## config.mk

```make
export PLATFORM = sky130hd
export DESIGN_NAME = reduce_gate_pipe
export DESIGN_NICKNAME = d
export VERILOG_FILES = /design/src/rtl/reduce_gate_pkg.sv /design/src/rtl/reduce_gate_core.sv /design/src/rtl/reduce_gate_pipe.sv
export SDC_FILE = /design/constraint.sdc
export NUM_CORES = 1
export LEC_CHECK = 0
export ABC_AREA = 1
export BUFFER_PORTS_ARGS = -buffer_cell sky130_fd_sc_hd__buf_2
export CAP_MARGIN = 20
export CELL_PAD_IN_SITES_DETAIL_PLACEMENT = 1
export CELL_PAD_IN_SITES_GLOBAL_PLACEMENT = 2
export CORE_MARGIN = 5
export CORE_UTILIZATION = 27
export DETAILED_ROUTE_END_ITERATION = 10
export PLACE_DENSITY = 0.79
export REMOVE_ABC_BUFFERS = 1
export SYNTH_ARGS = -nofsm -noshare
export SYNTH_HDL_FRONTEND = slang
export SYNTH_SLANG_ARGS = --single-unit
```

## constraint.sdc

```tcl
create_clock -name clk -period 1.1 [get_ports clk]
set_input_delay 0.055 -clock clk [delete_from_list [all_inputs] [get_ports clk]]
set_output_delay 0.055 -clock clk [all_outputs]
set_load 0.02 [all_outputs]
```

## src/rtl/reduce_gate_pkg.sv

```systemverilog
// reduce_gate_pkg
// Shared definitions for the reduce_gate_pipe block:
//   mode_t      - per-beat reduction operation encoding (MODE_AND..MODE_RSVD)
//   POP_W       - width of the popcount used by the majority mode (covers WIDTH up to 64)
//   mode_apply  - turns primitive reductions into the result for a given mode
package reduce_gate_pkg;

  typedef enum logic [2:0] {
    MODE_AND  = 3'd0,
    MODE_OR   = 3'd1,
    MODE_XOR  = 3'd2,
    MODE_NAND = 3'd3,
    MODE_NOR  = 3'd4,
    MODE_XNOR = 3'd5,
    MODE_MAJ  = 3'd6,
    MODE_RSVD = 3'd7
  } mode_t;

  localparam int POP_W = 7;

  // Select the reduction result for one mode; the reserved mode yields 0.
  function automatic logic mode_apply(
    input logic [2:0] mode,
    input logic       red_and,
    input logic       red_or,
    input logic       red_xor,
    input logic       maj
  );
    logic y;
    case (mode_t'(mode))
      MODE_AND:  y = red_and;
      MODE_OR:   y = red_or;
      MODE_XOR:  y = red_xor;
      MODE_NAND: y = ~red_and;
      MODE_NOR:  y = ~red_or;
      MODE_XNOR: y = ~red_xor;
      MODE_MAJ:  y = maj;
      default:   y = 1'b0;
    endcase
    return y;
  endfunction

endpackage

```

## src/rtl/reduce_gate_core.sv

```systemverilog
// reduce_gate_core
// Combinational reduction of one bit group. Produces the primitive
// reductions every mode is built from, so the group can be the whole
// operand or one half of it when the reduction is split across stages.
// Ports:
//   data    in  WIDTH  bits of the group
//   red_and out 1      AND of the group
//   red_or  out 1      OR of the group
//   red_xor out 1      XOR of the group
//   pop     out POP_W  number of ones in the group
module reduce_gate_core
  import reduce_gate_pkg::*;
#(
  parameter int WIDTH = 3
) (
  input  logic [WIDTH-1:0] data,
  output logic             red_and,
  output logic             red_or,
  output logic             red_xor,
  output logic [POP_W-1:0] pop
);

  // Primitive reductions and population count of the group.
  always_comb begin
    red_and = &data;
    red_or  = |data;
    red_xor = ^data;
    pop     = {POP_W{1'b0}};
    for (int i = 0; i < WIDTH; i++) begin
      pop = pop + POP_W'(data[i]);
    end
  end

endmodule

```

## src/rtl/reduce_gate_pipe.sv

```systemverilog
// reduce_gate_pipe
// Pipelined WIDTH-bit reduction with a per-beat mode and valid/ready
// handshakes on both sides. STAGES register slices; each slice loads when it
// is empty or when the slice after it moves on, so bubbles collapse and a
// full pipe sustains one beat per cycle. For WIDTH > 8 with STAGES > 1 the
// first slice holds partial results of two bit groups and the second slice
// merges them.
// Optional build macro: REDUCE_GATE_STATS_EN adds saturating statistics
// outputs stat_beats / stat_ones.
// Ports:
//   clk        in   1      clock, rising edge
//   rst        in   1      asynchronous active-high reset
//   in_valid   in   1      upstream beat valid
//   in_ready   out  1      block can accept a beat this cycle
//   in_data    in   WIDTH  operand bits
//   in_mode    in   3      reduction mode for this beat
//   out_valid  out  1      result valid
//   out_ready  in   1      downstream accepts result
//   out_y      out  1      reduction result
//   out_mode   out  3      mode that produced out_y
//   stat_beats out  16     (macro only) output transfers, saturating
//   stat_ones  out  16     (macro only) transfers with out_y 1, saturating
module reduce_gate_pipe
  import reduce_gate_pkg::*;
#(
  parameter int WIDTH  = 3,
  parameter int STAGES = 2
) (
  input  logic             clk,
  input  logic             rst,
  input  logic             in_valid,
  output logic             in_ready,
  input  logic [WIDTH-1:0] in_data,
  input  logic [2:0]       in_mode,
  output logic             out_valid,
  input  logic             out_ready,
  output logic             out_y,
  output logic [2:0]       out_mode
`ifdef REDUCE_GATE_STATS_EN
  ,
  output logic [15:0]      stat_beats,
  output logic [15:0]      stat_ones
`endif
);

  localparam bit SPLIT = (WIDTH > 8) && (STAGES > 1);
  localparam int LO_W  = (WIDTH + 1) / 2;
  localparam int HI_W  = WIDTH - LO_W;
  localparam logic [POP_W-1:0] MAJ_THR = POP_W'(WIDTH / 2);

  logic [STAGES-1:0] valid;
  logic [STAGES-1:0] ready;
  logic [2:0]        mode_pipe [STAGES];
  logic              y_pipe    [STAGES];
  logic              stage0_y;
  logic              stage1_y;
  logic              in_fire;

  // A slice may load when any slice from it to the output has room or the output drains.
  always_comb begin
    logic all_full;
    all_full = 1'b1;
    ready    = '0;
    for (int k = STAGES - 1; k >= 0; k--) begin
      all_full = all_full & valid[k];
      ready[k] = out_ready | ~all_full;
    end
  end

  assign in_ready = ready[0];
  assign in_fire  = in_valid & ready[0];

  if (SPLIT) begin : g_split
    logic             lo_and;
    logic             lo_or;
    logic             lo_xor;
    logic [POP_W-1:0] lo_pop;
    logic             hi_and;
    logic             hi_or;
    logic             hi_xor;
    logic [POP_W-1:0] hi_pop;
    logic [2:0]       part_lo;  // {and, or, xor}
    logic [2:0]       part_hi;
    logic [POP_W-1:0] pop_lo;
    logic [POP_W-1:0] pop_hi;

    reduce_gate_core #(.WIDTH(LO_W)) u_core_lo (
      .data    (in_data[LO_W-1:0]),
      .red_and (lo_and),
      .red_or  (lo_or),
      .red_xor (lo_xor),
      .pop     (lo_pop)
    );

    reduce_gate_core #(.WIDTH(HI_W)) u_core_hi (
      .data    (in_data[WIDTH-1:LO_W]),
      .red_and (hi_and),
      .red_or  (hi_or),
      .red_xor (hi_xor),
      .pop     (hi_pop)
    );

    // Group partials travel with stage 0; they only change on an accepted beat.
    always_ff @(posedge clk or posedge rst) begin
      if (rst) begin
        part_lo <= 3'd0;
        part_hi <= 3'd0;
        pop_lo  <= {POP_W{1'b0}};
        pop_hi  <= {POP_W{1'b0}};
      end else if (in_fire) begin
        part_lo <= {lo_and, lo_or, lo_xor};
        part_hi <= {hi_and, hi_or, hi_xor};
        pop_lo  <= lo_pop;
        pop_hi  <= hi_pop;
      end
    end

    // Merge the two group partials into the final result entering stage 1.
    always_comb begin
      stage1_y = mode_apply(mode_pipe[0],
                            part_lo[2] & part_hi[2],
                            part_lo[1] | part_hi[1],
                            part_lo[0] ^ part_hi[0],
                            (pop_lo + pop_hi) > MAJ_THR);
    end

    // Stage 0 carries partials instead of a finished result.
    assign stage0_y = 1'b0;
  end else begin : g_flat
    logic             f_and;
    logic             f_or;
    logic             f_xor;
    logic [POP_W-1:0] f_pop;

    reduce_gate_core #(.WIDTH(WIDTH)) u_core (
      .data    (in_data),
      .red_and (f_and),
      .red_or  (f_or),
      .red_xor (f_xor),
      .pop     (f_pop)
    );

    assign stage0_y = mode_apply(in_mode, f_and, f_or, f_xor, f_pop > MAJ_THR);
    assign stage1_y = y_pipe[0];
  end

  // Valid/data slices; payload loads only for a valid beat so idle inputs never propagate.
  always_ff @(posedge clk or posedge rst) begin
    if (rst) begin
      valid <= '0;
      for (int k = 0; k < STAGES; k++) begin
        mode_pipe[k] <= 3'd0;
        y_pipe[k]    <= 1'b0;
      end
    end else begin
      if (ready[0]) begin
        valid[0] <= in_valid;
        if (in_valid) begin
          mode_pipe[0] <= in_mode;
          y_pipe[0]    <= stage0_y;
        end
      end
      for (int k = 1; k < STAGES; k++) begin
        if (ready[k]) begin
          valid[k] <= valid[k-1];
          if (valid[k-1]) begin
            mode_pipe[k] <= mode_pipe[k-1];
            y_pipe[k]    <= (k == 1) ? stage1_y : y_pipe[k-1];
          end
        end
      end
    end
  end

  assign out_valid = valid[STAGES-1];
  assign out_y     = y_pipe[STAGES-1];
  assign out_mode  = mode_pipe[STAGES-1];

`ifdef REDUCE_GATE_STATS_EN
  // Saturating counters of output transfers and of transfers carrying a 1.
  always_ff @(posedge clk or posedge rst) begin
    if (rst) begin
      stat_beats <= 16'd0;
      stat_ones  <= 16'd0;
    end else if (out_valid && out_ready) begin
      if (stat_beats != 16'hFFFF) begin
        stat_beats <= stat_beats + 16'd1;
      end
      if (out_y && (stat_ones != 16'hFFFF)) begin
        stat_ones <= stat_ones + 16'd1;
      end
    end
  end
`endif

endmodule

```

After elaboration in Yosys (flattened, before gate mapping)

Cells that the tools add are included.

$add $sub $neg: 2
Order comparisons: 1
Eq/ne operators: 6
Muxes and demuxes: 1
Bitwise gates (word level): 8
Reductions and logical operators: 6

Operators by type and width:

| cell                                                                  | count |
|---|---|
| 3-bit == test (second input constant)                                 | 3 |
| 7-bit by 1-bit adder with 7-bit output                                | 1 |
| 7-bit by 1-bit > comparator with 1-bit output (second input constant) | 1 |
| 1-bit one-hot mux with 7 select lines                                 | 1 |
| 3-bit by 2-bit == test with 1-bit output (second input constant)      | 2 |
| 1-bit NOT                                                             | 5 |
| 2-bit AND reduction                                                   | 2 |
| 3-bit by 1-bit == test with 1-bit output (second input constant)      | 1 |
| 3-bit logical NOT                                                     | 1 |
| 3-bit AND reduction                                                   | 1 |
| 3-bit OR reduction                                                    | 1 |
| 3-bit XOR reduction                                                   | 1 |
| 1-bit by 1-bit adder with 2-bit output                                | 1 |
| 1-bit OR                                                              | 2 |
| 1-bit AND                                                             | 1 |

Register bits: 10
Bits of input ports: 10
Output and inout bits: 6

Logic depth before layout (Yosys ltp)

Depth in word-level cells: 4
Gate-level depth with buffers: 10
Gate-level depth less buffers: 10

Hierarchy

A second synthesis with hierarchy kept.

Cell total of the unflattened synthesis: 76
Area total of the unflattened synthesis: 649.4 um2

Modules (own cells, without submodules):

| module           | instances | cells an instance | area an instance (um2) | sequential area each (um2) |
|---|---|---|---|---|
| reduce_gate_pipe | 1         | 60                | 533.0                  | 250.2 |
| reduce_gate_core | 1         | 16                | 116.4                  | 0.0 |

Worst setup path before layout

No wires, ideal clock.

Kind: flip-flop to flip-flop
From: reg valid[1]
To: reg mode_pipe, in the netlist out_mode[2]
Arrival: 0.974 ns
Data required time: 0.975 ns
Slack: 0.001 ns
Stages on the path, launching flop included: 4
Path buffers: 0
Path through: dfrtp_1 nand2_2 nand2_2 mux2_2

Cells in the longest elaborated chain, start to end: 3

RTL lines:

| element                         | line                    | RTL |
|---|---|---|
| start, declared                 | reduce_gate_pipe.sv:51  | `logic [STAGES-1:0] valid;` |
| start signal, assigned by index | reduce_gate_pipe.sv:165 | `valid[k] <= valid[k-1];` |
| 1-bit NOT                       | reduce_gate_pipe.sv:66  | `ready[k] = out_ready \| ~all_full;` |
| 1-bit OR                        | reduce_gate_pipe.sv:66  |  |
| 2-bit AND reduction (no line)   | --                      |  |
| end signal, assigned by index   | reduce_gate_pipe.sv:167 | `mode_pipe[k] <= mode_pipe[k-1];` |
| end, declared                   | reduce_gate_pipe.sv:53  | `logic [2:0] mode_pipe [STAGES];` |

No other way between the ends.
A chain may end at the register's enable or synchronous reset.

Worst setup path in the final report

From: reg valid[0]
To: out in_ready

Cells in the longest elaborated chain, start to end: 3

RTL lines:

| element                         | line                    | RTL |
|---|---|---|
| start signal, assigned          | reduce_gate_pipe.sv:157 | `valid[0] <= in_valid;` |
| start signal, assigned by index | reduce_gate_pipe.sv:165 |  |
| 1-bit AND                       | reduce_gate_pipe.sv:65  | `all_full = all_full & valid[k];` |
| 1-bit NOT                       | reduce_gate_pipe.sv:66  |  |
| 1-bit OR                        | reduce_gate_pipe.sv:66  |  |
| end, declared                   | reduce_gate_pipe.sv:32  | `output logic in_ready,` |

No other way between the ends.

==> results.toml <==
[setup_path]
start_kind = "flop"
worst_setup_path_end_kind = "primary output"
critPathRequiredTime_ns = 1.04
rrSetupSlack_ns = 0.09
path_max_fanout = 2
cp.arrival_ns = 1.01
crit_type = "reg -> out"

[route]
drtPass1Iterations = 2
wl_per_cell_um = 9.692
viasPerCell = 4.142
drt_iter0_markers = 3
drcViolationCount = 0
final_antenna_net_count = 0
wirelength_um = 1163
route.vias.total = 497

[sta]
fmax_mhz = 942.7
worst_pin_slew_ns = 0.3948
skew_ns = 0.001666
fin_tns_setup_ns = 0
maxSlewViolCount = 0
finalSetupViolCount = 0
fin_hold_ws_ns = 0.03810
layout_setup_ws_ns = 0.03922
slew_headroom = 0.7365
min_period_ns = 1.061
rsz0062_at_grt = "true"
hold_viol = 0
fin_crit_sh = 0.9643

[layout]
layout.nets = 108
syn_to_final_growth_pct = 28.88
nFillCells = 264
final_cells = 120
diodes = 0
multi_input_area_um2 = 249.0
final_layout_size_suffix_gt1_frac = 0.3548
seq_area_um2 = 250.2

[flow_run]
drv_cap = 0

[global_routing]
top_usage_layer = "met2"
grt_overflow_total = 0
grt_pass1_vias = 568
use_met1 = 0.08824
use_met2 = 0.1653
grt_antenna_before_repair = 0
grt_max_degree = 11
grt_use_total = 0.09190
grt_pass1_wl_um = 2256
grtUsageMet3 = 0.01606

[synthesis]
synth-compound-area-share = 0.04310
synth_area_um2 = 580.6
synth_xor_area_frac = 0
ys_seq_area_frac = 0.4310
synth-main-ff-cell = "dfrtp_1"
muxShareOfSynthArea = 0.03879
synth_cell_types = 17
ys_ff_latch = 10
synth_top_family_by_area = "simple AND/OR/NAND/NOR gates"
synth_edf_count = 0
synthAdderAreaFrac = 0.07759
synth-simple-area-share = 0.2608
syn_inst = 72
yosysWarnings = 0
syn_avg_cell_area_um2 = 8.063
async_flop_share = 1.000

[worst_hold_path]
hp-class = "in -> reg"

[clock_tree]
cts.sink_count = 10
h-tree-depth = 1
cts_tree = "built"
clockBufferDepth = 2
clk_latency_ns = 0.25
root_buffer = "clkbuf_4"
cts_buffers = 3
path_clk_slew_ns = 0.06

[floorplanning]
rows = 16
dieArea_um2 = 3178
io-pin-count = 16
die_h_um = 56.37
die_w_um = 56.37
core_um2 = 2002
start_util = 0.2900

[power_and_ir_drop]
finalPower_mw = 0.9608
power_density_nw_per_um2 = 1284
ir_worst_vdd_mv = 0.4324
p_leak_nw = 0.4259

[placement]
gp_congestion = 0.6088
place_inst = 115
dp_hpwl_um = 974
dpl_worst_slack_ns = -0.1818
portBuffers = 15

[run_status]
outcome = "completed"
-- through the flow --
| step | instance area, um^2 | utilization |
|---|---|---|
| after floorplan | 558.0 | - |
| after global placement | 696.9 | 0.3481 |
| after detailed placement | 696.9 | 0.3481 |
| after CTS | 748.2 | 0.3738 |
| after global routing | 748.2 | 0.3738 |
| final | 748.2 | 0.3738 |
-- registers in the layout (all words and copies together), names as in the netlist --
name       flops
stage1_y       1
valid          2
out_y          1
out_mode       3
mode_pipe      3
-- Yosys cell counts (2+ instances only) --
master	number	share of area
buf_4	3	0.039
dfrtp_1	10	0.43
ha_1	2	0.043
inv_1	16	0.10
mux2_2	2	0.039
nand2_1	18	0.12
nand2_2	2	0.022
nand3_1	2	0.017
nand4_1	3	0.032
nor2_1	3	0.019
nor2_2	2	0.022
o21ai_0	4	0.034
-- layer usage --
layer / up-vias / wire (um)
met5: - / 0
met4: 0 / 38
met3: 4 / 54
met2: 13 / 621
met1: 222 / 448
li1: 258 / -
-- cell type report --
class / instances / share of cell area
Tap cell: 27 / 0.04515
Inverter: 17 / 0.08528
Multi-Input combinational cell: 42 / 0.3328
Sequential cell: 10 / 0.3344
Timing Repair Buffer: 21 / 0.1722
Clock buffer: 3 / 0.03010
-- path summary, 6_finish.rpt --
check                         endpoint  cells past startpoint         from
min in group asynchronous     valid[1]                      3          rst
max in group asynchronous  out_mode[2]                      3          rst
hold / removal                valid[0]                      3     in_valid
setup reg to reg                 out_y                      3     valid[1]
hold reg to reg            out_mode[0]                      2  out_mode[0]
setup / recovery              in_ready                      4     valid[0]
-- worst max-delay path, stage by stage (launching register included) --
cell and delay (ns):
dfrtp_1 0.35, inv_1 0.08, nor2_4 0.15, inv_2 0.05
buf_6 0.12
-- cell families after synthesis --
logic type                 after synthesis
adders and majority gates                3
DFF                                     10
muxes                                    2
buffers and inverters                   20
and+or+nand+nor                         32
AOI/OAI and AO/OA                        5
-- power breakdown --
| group | internal [mW] | switching, mW |
|---|---|---|
| Clock | 0.125 | 0.105 |
| Combinational | 0.114 | 0.163 |
| Sequential | 0.429 | 0.0249 |
| Total | 0.668 | 0.293 |
-- cells in the final DEF (no fill, tap or decap) --
cell type	count
nand2_1	18
inv_1	14
buf_2	14
dfrtp_1	10
buf_4	5
o21ai_0	4
inv_2	3
nand4_1	3
nor2_1	3
clkbuf_4	3
nand3_1	2
nand2_2	2
nor2_4	2
mux2_2	2
ha_1	2
nor2_2	1
nand3b_1	1
o21ai_1	1
fa_1	1
dlygate4sd3_1	1
buf_6	1
-- timing repair --
item / 4_1_cts / 5_1_grt
hold buffers: 1 / 0
resized for setup: 4 / 1
hold endpoints to repair: 10 / 0
setup buffers: 1 / 0
setup endpoints to repair: 1 / 4
pin swaps: 2 / 1
(Power assumes the default switching activity.)
